[src/rtl/sram_req_arbiter_pkg.sv]
// Shared constants and helpers for the two-requester SRAM bus arbiter.
// Requester ids, access size encodings and the default outstanding depth.
package sram_req_arbiter_pkg;

  localparam logic REQ_ID_INST = 1'b0;
  localparam logic REQ_ID_DATA = 1'b1;

  localparam logic [1:0] SIZE_B = 2'd0;
  localparam logic [1:0] SIZE_H = 2'd1;
  localparam logic [1:0] SIZE_W = 2'd2;

  localparam int OST_DEPTH_DEF = 4;

  typedef struct packed {
    logic       wr;
    logic [1:0] size;
    logic [3:0] wstrb;
  } req_ctl_t;

  // Round-robin pick: on a tie the requester that was not granted last wins.
  function automatic logic rr_pick(input logic m0_req, input logic m1_req,
                                   input logic last_gnt);
    if (m0_req && m1_req) return ~last_gnt;
    else if (m1_req)      return REQ_ID_DATA;
    else                  return REQ_ID_INST;
  endfunction

endpackage

[src/rtl/sram_req_arbiter_arb_id_fifo.sv]
// In-order FIFO of 1-bit requester ids for accepted, not yet answered requests.
// Same-cycle push and pop are both performed; head is readable combinationally.
module sram_req_arbiter_arb_id_fifo
  import sram_req_arbiter_pkg::*;
#(
  parameter int DEPTH = OST_DEPTH_DEF
) (
  input  logic clk,
  input  logic reset,
  input  logic push,
  input  logic push_id,
  input  logic pop,
  output logic full,
  output logic empty,
  output logic head_id
);

  localparam int PW = $clog2(DEPTH);
  localparam logic [PW:0] CNT_FULL = (PW + 1)'(DEPTH);

  logic [PW-1:0] wr_ptr_reg, wr_ptr_next;
  logic [PW-1:0] rd_ptr_reg, rd_ptr_next;
  logic [PW:0]   count_reg, count_next;
  logic          id_mem_reg [DEPTH];
  logic          do_push, do_pop;

  assign full    = (count_reg == CNT_FULL);
  assign empty   = (count_reg == '0);
  assign do_push = push & ~full;
  assign do_pop  = pop & ~empty;
  assign head_id = id_mem_reg[rd_ptr_reg];

  genvar gi;
  generate
    for (gi = 0; gi < DEPTH; gi++) begin : g_slot
      // Slots are cleared on reset so the head never reads back as X.
      always_ff @(posedge clk) begin
        if (reset)
          id_mem_reg[gi] <= 1'b0;
        else if (do_push && (wr_ptr_reg == PW'(gi)))
          id_mem_reg[gi] <= push_id;
      end
    end
  endgenerate

  always_comb begin
    wr_ptr_next = wr_ptr_reg;
    rd_ptr_next = rd_ptr_reg;
    count_next  = count_reg;
    if (do_push) wr_ptr_next = wr_ptr_reg + PW'(1);
    if (do_pop)  rd_ptr_next = rd_ptr_reg + PW'(1);
    case ({do_push, do_pop})
      2'b10:   count_next = count_reg + (PW + 1)'(1);
      2'b01:   count_next = count_reg - (PW + 1)'(1);
      default: count_next = count_reg;
    endcase
  end

  always_ff @(posedge clk) begin
    if (reset) begin
      wr_ptr_reg <= '0;
      rd_ptr_reg <= '0;
      count_reg  <= '0;
    end else begin
      wr_ptr_reg <= wr_ptr_next;
      rd_ptr_reg <= rd_ptr_next;
      count_reg  <= count_next;
    end
  end

endmodule

[src/rtl/sram_req_arbiter.sv]
// Two-port SRAM-like bus arbiter (m1 data path over m0 fetch) with in-order response routing.
// Define SRAM_ARB_RR_EN to replace fixed priority with round-robin on ties.
module sram_req_arbiter
  import sram_req_arbiter_pkg::*;
#(
  parameter int OST_DEPTH = OST_DEPTH_DEF,
  parameter int ADDR_W    = 32,
  parameter int DATA_W    = 32
) (
  input  logic              clk,
  input  logic              reset,

  input  logic              m0_req,
  input  logic              m0_wr,
  input  logic [1:0]        m0_size,
  input  logic [3:0]        m0_wstrb,
  input  logic [ADDR_W-1:0] m0_addr,
  input  logic [DATA_W-1:0] m0_wdata,
  output logic              m0_addr_ok,
  output logic              m0_data_ok,
  output logic [DATA_W-1:0] m0_rdata,

  input  logic              m1_req,
  input  logic              m1_wr,
  input  logic [1:0]        m1_size,
  input  logic [3:0]        m1_wstrb,
  input  logic [ADDR_W-1:0] m1_addr,
  input  logic [DATA_W-1:0] m1_wdata,
  output logic              m1_addr_ok,
  output logic              m1_data_ok,
  output logic [DATA_W-1:0] m1_rdata,

  output logic              s_req,
  output logic              s_wr,
  output logic [1:0]        s_size,
  output logic [3:0]        s_wstrb,
  output logic [ADDR_W-1:0] s_addr,
  output logic [DATA_W-1:0] s_wdata,
  input  logic              s_addr_ok,
  input  logic              s_data_ok,
  input  logic [DATA_W-1:0] s_rdata
);

  logic              lock_reg, lock_next;
  logic              lock_id_reg, lock_id_next;
  logic              cur_id;
  logic              accept;
  logic              pop;
  logic              fifo_full, fifo_empty, head_id;
  logic [1:0]        addr_ok_vec, data_ok_vec;

  req_ctl_t          ctl_arr  [2];
  logic [ADDR_W-1:0] addr_arr [2];
  logic [DATA_W-1:0] wdata_arr[2];
  req_ctl_t          cur_ctl;

  assign ctl_arr[0]   = '{wr: m0_wr, size: m0_size, wstrb: m0_wstrb};
  assign ctl_arr[1]   = '{wr: m1_wr, size: m1_size, wstrb: m1_wstrb};
  assign addr_arr[0]  = m0_addr;
  assign addr_arr[1]  = m1_addr;
  assign wdata_arr[0] = m0_wdata;
  assign wdata_arr[1] = m1_wdata;

`ifdef SRAM_ARB_RR_EN
  logic last_gnt_reg, last_gnt_next;

  always_comb begin
    last_gnt_next = last_gnt_reg;
    if (accept) last_gnt_next = cur_id;
  end

  always_ff @(posedge clk) begin
    if (reset) last_gnt_reg <= 1'b0;
    else       last_gnt_reg <= last_gnt_next;
  end

  always_comb begin
    cur_id = rr_pick(m0_req, m1_req, last_gnt_reg);
    if (lock_reg) cur_id = lock_id_reg;
  end
`else
  always_comb begin
    cur_id = m1_req ? REQ_ID_DATA : REQ_ID_INST;
    if (lock_reg) cur_id = lock_id_reg;
  end
`endif

  // A full order FIFO blocks the bus even if a response drains it this cycle.
  assign s_req   = ~reset & (lock_reg | m0_req | m1_req) & ~fifo_full;
  assign cur_ctl = ctl_arr[cur_id];
  assign s_wr    = cur_ctl.wr;
  assign s_size  = cur_ctl.size;
  assign s_wstrb = cur_ctl.wstrb;
  assign s_addr  = addr_arr[cur_id];
  assign s_wdata = wdata_arr[cur_id];

  assign accept  = s_req & s_addr_ok;
  assign pop     = ~reset & s_data_ok & ~fifo_empty;

  genvar gi;
  generate
    for (gi = 0; gi < 2; gi++) begin : g_route
      assign addr_ok_vec[gi] = accept & (cur_id == 1'(gi));
      assign data_ok_vec[gi] = pop & (head_id == 1'(gi));
    end
  endgenerate

  assign m0_addr_ok = addr_ok_vec[0];
  assign m1_addr_ok = addr_ok_vec[1];
  assign m0_data_ok = data_ok_vec[0];
  assign m1_data_ok = data_ok_vec[1];
  assign m0_rdata   = s_rdata;
  assign m1_rdata   = s_rdata;

  // The lock pins the presented requester until the bus accepts it.
  always_comb begin
    lock_next    = lock_reg;
    lock_id_next = lock_id_reg;
    if (s_req) begin
      lock_next = ~s_addr_ok;
      if (!s_addr_ok) lock_id_next = cur_id;
    end
  end

  always_ff @(posedge clk) begin
    if (reset) begin
      lock_reg    <= 1'b0;
      lock_id_reg <= 1'b0;
    end else begin
      lock_reg    <= lock_next;
      lock_id_reg <= lock_id_next;
    end
  end

  sram_req_arbiter_arb_id_fifo #(
    .DEPTH(OST_DEPTH)
  ) u_id_fifo (
    .clk    (clk),
    .reset  (reset),
    .push   (accept),
    .push_id(cur_id),
    .pop    (pop),
    .full   (fifo_full),
    .empty  (fifo_empty),
    .head_id(head_id)
  );

endmodule
[config.mk]
export PLATFORM = sky130hd
export DESIGN_NAME = sram_req_arbiter
export DESIGN_NICKNAME = d
export VERILOG_FILES = /design/src/rtl/sram_req_arbiter_pkg.sv /design/src/rtl/sram_req_arbiter_arb_id_fifo.sv /design/src/rtl/sram_req_arbiter.sv
export SDC_FILE = /design/constraint.sdc
export NUM_CORES = 1
export LEC_CHECK = 0
export CORE_AREA = 2 2 124 126
export DETAILED_ROUTE_END_ITERATION = 8
export DIE_AREA = 0 0 126 128
export PLACE_DENSITY = 0.56
export REMOVE_ABC_BUFFERS = 1
export SYNTH_ARGS = -nofsm -noshare
export SYNTH_HDL_FRONTEND = slang
export SYNTH_SLANG_ARGS = --single-unit
[constraint.sdc]
create_clock -name clk -period 5.2 [get_ports clk]
set_input_delay 0.52 -clock clk [delete_from_list [all_inputs] [get_ports clk]]
set_output_delay 0.52 -clock clk [all_outputs]
set_load 0.005 [all_outputs]
==> flow_summary_export.csv, run 1 <==
group,metric,value,unit
synth,syn_avg_cell_area,5.91,µm²
sta,hold_viol_final,0,
power,p_leak,1.89,nW
sta,post-route-period-util,0.671,
floorplanning,initial_core_util,0.148,
synth,synthArstFlopShare,0,
clocking,htreeDepth,1,
finish,syn2layout_area_growth,91.8,%
detailed_routing,vias,2807,
clocking,cts_tree,"done",
detailed_routing,antenna_left,0,
synth,synth_area,2200,µm²
synth,syn_inst,372,
sta,tightest_slew,0.823,ns
clocking,clk_pin_slew_worst_paths,0.05,ns
sta,finalSetupViolCount,0,
worst_setup_path,worstSetupStartpointType,"input port",
place,dp_cells,703,
finish,fillers,1587,
detailed_routing,wire_per_inst,16.3,µm
floorplanning,io_pins,320,
clocking,cts_sinks,15,
detailed_routing,dr.pass1.iters,4,
sta,final_max_slew_viol_count,0,
synth,ys_seq_elements,15,
floorplanning,coreArea,14900,µm²
synth,yosysMostFrequentCell,"nand2_1",
clocking,cts_hold_buf,0,
run,cap_violations,0,
worst_setup_path,rrSetupSlack,2.62,ns
place,place_ws,1.68,ns
hold_path,holdCritPathClass,"register to register",
sta,rsz0062_at_grt,"false",
power,max-vdd-ir-drop,109,µV
synth,ys_seq_area_frac,0.155,
detailed_routing,first_iter_violations,107,
sta,setup_slack,1.71,ns
place,dp_hpwl,9.34,mm
synth,synth_top_area_frac,0.365,
grt,antenna_found_initial,0,
sta,fmax,0.287,GHz
synth,yosysTopAreaCell,"nand2_1",
worst_setup_path,crit_required,4.68,ns
outcome,status,"completed",
finish,fin_util,0.284,
sta,max_slew_margin,0.447,
detailed_routing,routed_wl,11.5,mm
finish,multiInputGateArea,1290,µm²
sta,setup_tns,0,ns
finish,stdcell_count,707,
finish,finalNetCount,705,
sta,finClkSkew,0.00209,ns
floorplanning,die_w,126,µm
synth,synthTopCellsByCount,"214 x nand2_1, 64 x buf_4, 11 x dfxtp_1",
synth,synth_edf_count,4,
place,routabilityCongestion,0.817,
synth,yosysWarnings,0,
finish,antenna_cells,0,
finish,regArea,340,µm²
power,p_per_area,163,nW/µm²
clocking,clk_path_buf_depth,2,
floorplanning,die_area,16100,µm²
worst_setup_path,arrival,2.97,ns
sta,timing.final.crit_period,3.49,ns
worst_setup_path,path_class,"input port to output port",
synth,synth_flop_cell,"dfxtp_1",
grt,grt_pass1_vias,2618,
detailed_routing,vias_per_cell,3.97,
clocking,post-cts-setup-buffer-count,0,
clocking,numCtsBuffers,3,
floorplanning,rows,45,
worst_setup_path,cp_max_fo,23,
grt,grt_util_all_layers,0.127,
clocking,root_buffer,"clkbuf_16",
finish,final_layout_size_suffix_gt1_frac,0.0231,
worst_setup_path,cp-end-kind,"output port",
grt,grt_pass1_wl,15.8,mm
floorplanning,die_h,128,µm
place,portBuffers,223,
grt,grt_max_degree,55,
synth,ys_types,34,
clocking,cts_resized,0,
clocking,clock_latency,0.25,ns
detailed_routing,drcViolationCount,0,
synth,synth_area_leaders,"nand2_1 37%, buf_4 22%, dfxtp_1 10%",
grt,grt_remaining_overflow,0,
[kinds of logic after synthesis]
kind of cell	Yosys count	synth area share
and+or+nand+nor	247	0.470
buffers and inverters	87	0.262
DFF	15	0.155
AOI/OAI and AO/OA	9	0.0296
muxes	5	0.0290
adders and majority gates	5	0.0319
xor gates and xnor gates	4	0.0222
[path summary, 6_finish.rpt]
check,endpoint,cells past startpoint,from
setup / recovery,m0_addr_ok,4,reset
hold / removal,lock_id_reg,2,lock_id_reg
setup reg to reg,u_id_fifo.count_reg[1],6,lock_reg
hold reg to reg,lock_id_reg,2,lock_id_reg
[power breakdown]
part / total, mW / switching [mW] / internal, mW
registers: 0.138 / 0.00924 / 0.129
clock network: 0.153 / 0.0492 / 0.104
logic: 0.395 / 0.144 / 0.251
total: 0.686 / 0.203 / 0.484
[stage by stage]
step	cell area (µm²)	hold WS [ns]	power, mW
after detailed placement	4140	0.505	0.541
after global routing	4220	0.538	0.731
after floorplan	1640	0.435	0.268
final	4220	0.512	0.686
after global placement	4140	0.494	0.536
after CTS	4220	0.512	0.697
[layout make-up]
cell class | count | share of cell area
Inverter | 5 | 0.00445
Tap cell | 188 | 0.0558
Multi-Input combinational cell | 270 | 0.307
Sequential cell | 15 | 0.0807
Clock buffer | 3 | 0.0178
Clock inverter | 1 | 0.00178
Timing Repair Buffer | 225 | 0.533
[metal layers]
metal  track usage  part of all wire  wire, µm
met1         0.157              0.41      4750
met2         0.188              0.44      5070
met3        0.0739              0.13      1550
met4        0.0239            0.0090       104
met5        0.0588            0.0055        63
[critical path, stage by stage]
cell	delay [ns]
clkdlybuf4s50_1	0.80
nor4_4	0.91
and2_1	0.23
clkdlybuf4s50_1	0.50
[cell usage in the layout (no fill, tap or decap), types with 3 or more instances in the layout]
master	synthesis	layout
a21o_1	4	4
and2_1	6	6
clkbuf_16	0	3
clkdlybuf4s50_1	0	223
dfxtp_1	11	11
edfxtp_1	4	4
ha_1	4	4
inv_1	5	5
nand2_1	214	214
nor2_1	9	9
xnor2_1	3	3
No activity file was read; power rests on OpenSTA's default activity.
==> run 2: changes to the inputs <==
- CORE_AREA: 2 2 124 126 -> 2 2 125 127
- DIE_AREA: 0 0 126 128 -> 0 0 127 129
- clock period: 5.2 -> 3.39 ns (I/O delays scaled with it)
==> run 2 against run 1 <==
Against the previous run:
- count of clock-buffer cells in the layout did not move
- sequential power rose by 54%
- total power rose by 55%
- hold slack improved by 0.0030 ns
- first-iteration DRC count fell by 8.4%
- die area rose by 1.6%
- sequential share of layout area fell by 0.057 points
- combinational power rose by 55%
- core utilization barely moved
==> flow_summary_export.csv, run 2 (synthesized netlist as in run 1, its figures left out) <==
group,metric,value,unit
outcome,status,"completed",
sta,final_max_slew_viol_count,0,
finish,final_layout_size_suffix_gt1_frac,0.0306,
detailed_routing,routed_wl,11.7,mm
sta,tightest_slew,0.580,ns
sta,setup_tns,0,ns
grt,grt_pass1_wl,15.8,mm
clocking,clk_pin_slew_worst_paths,0.05,ns
worst_setup_path,arrival,2.30,ns
finish,mostFrequentLayoutCell,"clkdlybuf4s50_1",
detailed_routing,dr.pass1.iters,5,
floorplanning,io_pins,320,
place,dp_hpwl,9.52,mm
sta,holdWs,0.515,ns
sta,finalSetupViolCount,0,
floorplanning,die_w,127,µm
grt,antenna_found_initial,0,
detailed_routing,wire_per_inst,16.5,µm
finish,fin_util,0.284,
clocking,clk_path_buf_depth,2,
finish,mostFrequentLayoutCells,"223 x clkdlybuf4s50_1, 214 x nand2_1, 11 x dfxtp_1",
floorplanning,initial_core_util,0.147,
power,p_leak,1.91,nW
finish,antenna_cells,0,
detailed_routing,drcViolationCount,0,
floorplanning,coreArea,15000,µm²
power,max-vdd-ir-drop,168,µV
sta,max_slew_margin,0.612,
detailed_routing,antenna_left,0,
place,portBuffers,223,
finish,finalNetCount,709,
clocking,post-cts-setup-buffer-count,0,
sta,post-route-period-util,0.777,
power,p_per_area,250,nW/µm²
sta,hold_viol_final,0,
run,cap_violations,0,
clocking,cts_sinks,15,
finish,syn2layout_area_growth,93.2,%
clocking,cts_resized,0,
sta,rsz0062_at_grt,"false",
clocking,numCtsBuffers,3,
worst_setup_path,cp-end-kind,"output port",
detailed_routing,first_iter_violations,98,
clocking,cts_hold_buf,0,
place,routabilityCongestion,0.779,
clocking,cts_tree,"done",
worst_setup_path,crit_required,3.05,ns
clocking,root_buffer,"clkbuf_16",
grt,grt_max_degree,55,
clocking,htreeDepth,1,
clocking,clock_latency,0.25,ns
sta,fmax,0.380,GHz
worst_setup_path,path_class,"input port to output port",
floorplanning,rows,45,
grt,grt_util_all_layers,0.126,
floorplanning,die_h,129,µm
hold_path,holdCritPathClass,"register to register",
worst_setup_path,worstSetupStartpointType,"input port",
worst_setup_path,cp_max_fo,49,
detailed_routing,vias,2853,
grt,grt_pass1_vias,2652,
floorplanning,die_area,16400,µm²
sta,timing.final.crit_period,2.63,ns
detailed_routing,vias_per_cell,4.01,
grt,grt_remaining_overflow,0,
sta,finClkSkew,0.00334,ns
-- run 2: cell count changes in the layout (fill, tap and decap cells not counted) --
cell   previous run  this run
buf_4             2         6
-- run 2: area by class of cell --
cell class,instances,area [µm²]
clock buffers,3,75.1
repair buffers,229,2280
flip-flops and latches,15,340
clock inverters,1,7.51
fillers,1595,10700
multi-input cells,270,1290
well taps,188,235
inverters,5,18.8
-- run 2: power breakdown --
group | switching (mW) | internal, mW | total, mW
combinational | 0.224 | 0.390 | 0.614
sequential | 0.0150 | 0.198 | 0.213
clock | 0.0763 | 0.159 | 0.235
-- run 2: worst max-delay path, stage by stage --
cell	delay, ns
clkdlybuf4s50_1	0.55
mux2_2	0.19
buf_4	0.40
nand2_1	0.16
nand2_1	0.11
clkdlybuf4s50_1	0.50
-- run 2: routing by layer --
metal / up-vias / part of all wire / GRT usage
met1: 1258 / 0.40 / 0.149
met3: 14 / 0.15 / 0.0790
li1: 1385 / - / -
met2: 196 / 0.44 / 0.190
met5: - / 0 / 0.0588
met4: 0 / 0.0096 / 0.0200
-- run 2: final timing paths --
check | end | start | depth (start not counted) | slack, ns
max | s_addr[24] | m1_req | 6 | 0.76
min reg2reg | register | u_id_fifo.rd_ptr_reg[1] | 2 | 0.52
max reg2reg | u_id_fifo.count_reg[1] | u_id_fifo.count_reg[1] | 6 | 1.21
min | register | u_id_fifo.rd_ptr_reg[1] | 2 | 0.52
-- run 2: through the flow --
stage | setup slack [ns] | area, µm² | instances | total power, mW
6_report | 0.756 | 4250 | 711 | 1.06
5_1_grt | 0.619 | 4250 | 711 | 1.13
4_1_cts | 0.742 | 4250 | 711 | 1.07
3_5_place_dp | 0.704 | 4170 | 707 | 0.833
3_3_place_gp | 0.744 | 4170 | 707 | 0.826
2_1_floorplan | -0.406 | 1640 | 290 | 0.411
==> run 3: changes to the inputs <==
- clock period: 3.39 -> 2.6 ns (I/O delays scaled with it)
==> run 3 against run 2 <==
Against the previous run:
- via count grew 0.81%
- total power grew 32%
- routed wire length is 0.50% lower
- final area increased by 1.1%
- first-iteration DRC count rose by 26%
- die area stayed put
- cell count is 0.14% higher
- combinational power increased by 33%
- non-clock buffer count is 1 higher
==> flow_summary_export.csv, run 3 (synthesized netlist as in run 1, its figures left out) <==
group,metric,value,unit
power,p_leak,1.93,nW
floorplanning,die_w,127,µm
detailed_routing,dr.pass1.iters,4,
clocking,cts_tree,"done",
clocking,post-cts-setup-buffer-count,0,
detailed_routing,vias,2876,
sta,finalSetupViolCount,0,
grt,grt_pass1_wl,15.8,mm
detailed_routing,antenna_left,0,
sta,fmax,0.417,GHz
place,dp_cells,708,
clocking,clk_path_buf_depth,2,
worst_setup_path,cp_max_fo,10,
detailed_routing,drcViolationCount,0,
finish,final_layout_size_suffix_gt1_frac,0.0324,
finish,stdcell_count,712,
finish,syn2layout_area_growth,95.2,%
clocking,clk_pin_slew_worst_paths,0.05,ns
finish,finalNetCount,710,
grt,antenna_found_initial,0,
floorplanning,rows,45,
worst_setup_path,arrival,2.14,ns
finish,mostFrequentLayoutCell,"clkdlybuf4s50_1",
worst_setup_path,crit_required,2.34,ns
sta,post-route-period-util,0.923,
clocking,clock_latency,0.25,ns
clocking,cts_resized,0,
detailed_routing,first_iter_violations,123,
floorplanning,die_h,129,µm
grt,grt_remaining_overflow,0,
worst_setup_path,path_class,"input port to output port",
clocking,root_buffer,"clkbuf_16",
worst_setup_path,cp-end-kind,"output port",
outcome,status,"completed",
grt,grt_pass1_vias,2631,
power,total_power,1.40,mW
detailed_routing,vias_per_cell,4.04,
floorplanning,initial_core_util,0.147,
sta,rsz0062_at_grt,"false",
sta,finClkSkew,0.00439,ns
clocking,numCtsBuffers,3,
clocking,htreeDepth,1,
place,dp_hpwl,9.52,mm
worst_setup_path,worstSetupStartpointType,"input port",
detailed_routing,routed_wl,11.7,mm
sta,max_slew_margin,0.743,
sta,hold_viol_final,0,
clocking,cts_hold_buf,0,
run,cap_violations,0,
worst_setup_path,max_stage_delay,0.56,ns
place,routabilityCongestion,0.764,
sta,holdWs,0.508,ns
worst_setup_path,slowest_stage,"clkdlybuf4s50_1",
detailed_routing,wire_per_inst,16.4,µm
worst_setup_path,crit_path_frequent_cell,"clkdlybuf4s50_1",
grt,grt_max_degree,56,
floorplanning,io_pins,320,
finish,mostFrequentLayoutCells,"223 x clkdlybuf4s50_1, 214 x nand2_1, 11 x dfxtp_1",
sta,final_max_slew_viol_count,0,
finish,antenna_cells,0,
sta,tightest_slew,0.383,ns
clocking,cts_sinks,15,
grt,grt_util_all_layers,0.126,
sta,setup_tns,0,ns
power,p_per_area,326,nW/µm²
place,portBuffers,223,
floorplanning,die_area,16400,µm²
power,max-vdd-ir-drop,307,µV
sta,timing.final.crit_period,2.40,ns
hold_path,holdCritPathClass,"register to register",
worst_setup_path,crit_chain,"clkdlybuf4s50_1, buf_4, nor3_1, and3_1, clkdlybuf4s50_1",
floorplanning,coreArea,15000,µm²
-- run 3: cell count changes in the layout (fill, tap and decap cells not counted) --
cell | previous run | this run
buf_4 | 6 | 4
buf_12 | 0 | 3
-- run 3: power breakdown --
part	switching (mW)	internal, mW	leakage [nW]
Clock	0.0990	0.207	0.0371
Combinational	0.296	0.521	1.76
Sequential	0.0189	0.258	0.131
Total	0.414	0.986	1.93
-- run 3: critical path: cells and delay by family --
family | cells | cell delay, ns
buf+inv | 3 | 1.31
simple gates | 2 | 0.57
-- run 3: stage by stage --
step                      utilization  instance area, µm²  setup WS, ns
after floorplan                     -                1640         -1.12
after global placement          0.281                4210         0.191
after detailed placement        0.281                4210         0.195
after CTS                       0.287                4290         0.183
after global routing            0.287                4290        0.0681
final                           0.287                4290         0.201
-- run 3: path summary, 6_finish.rpt --
kind | startpoint | endpoint | slack [ns] | cells past startpoint
worst max-delay path | reset | m1_addr_ok | 0.20 | 5
worst min-delay path | lock_id_reg | lock_id_reg | 0.51 | 2
worst max register to register | u_id_fifo.count_reg[1] | u_id_fifo.count_reg[1] | 0.42 | 6
worst min register to register | lock_id_reg | lock_id_reg | 0.51 | 2
-- run 3: per-layer routing --
metal	wire, µm	global-route usage
met5	80	0.0529
met3	1480	0.0736
met2	5230	0.188
met1	4830	0.155
met4	37	0.0200
-- run 3: final cells by class --
type	count	area, µm²
fill	1598	10700
timing repair buffer	230	2320
multi-input combinational	270	1290
sequential	15	340
tap	188	235
clock buffer	3	75.1
inverter	5	18.8
clock inverter	1	7.51
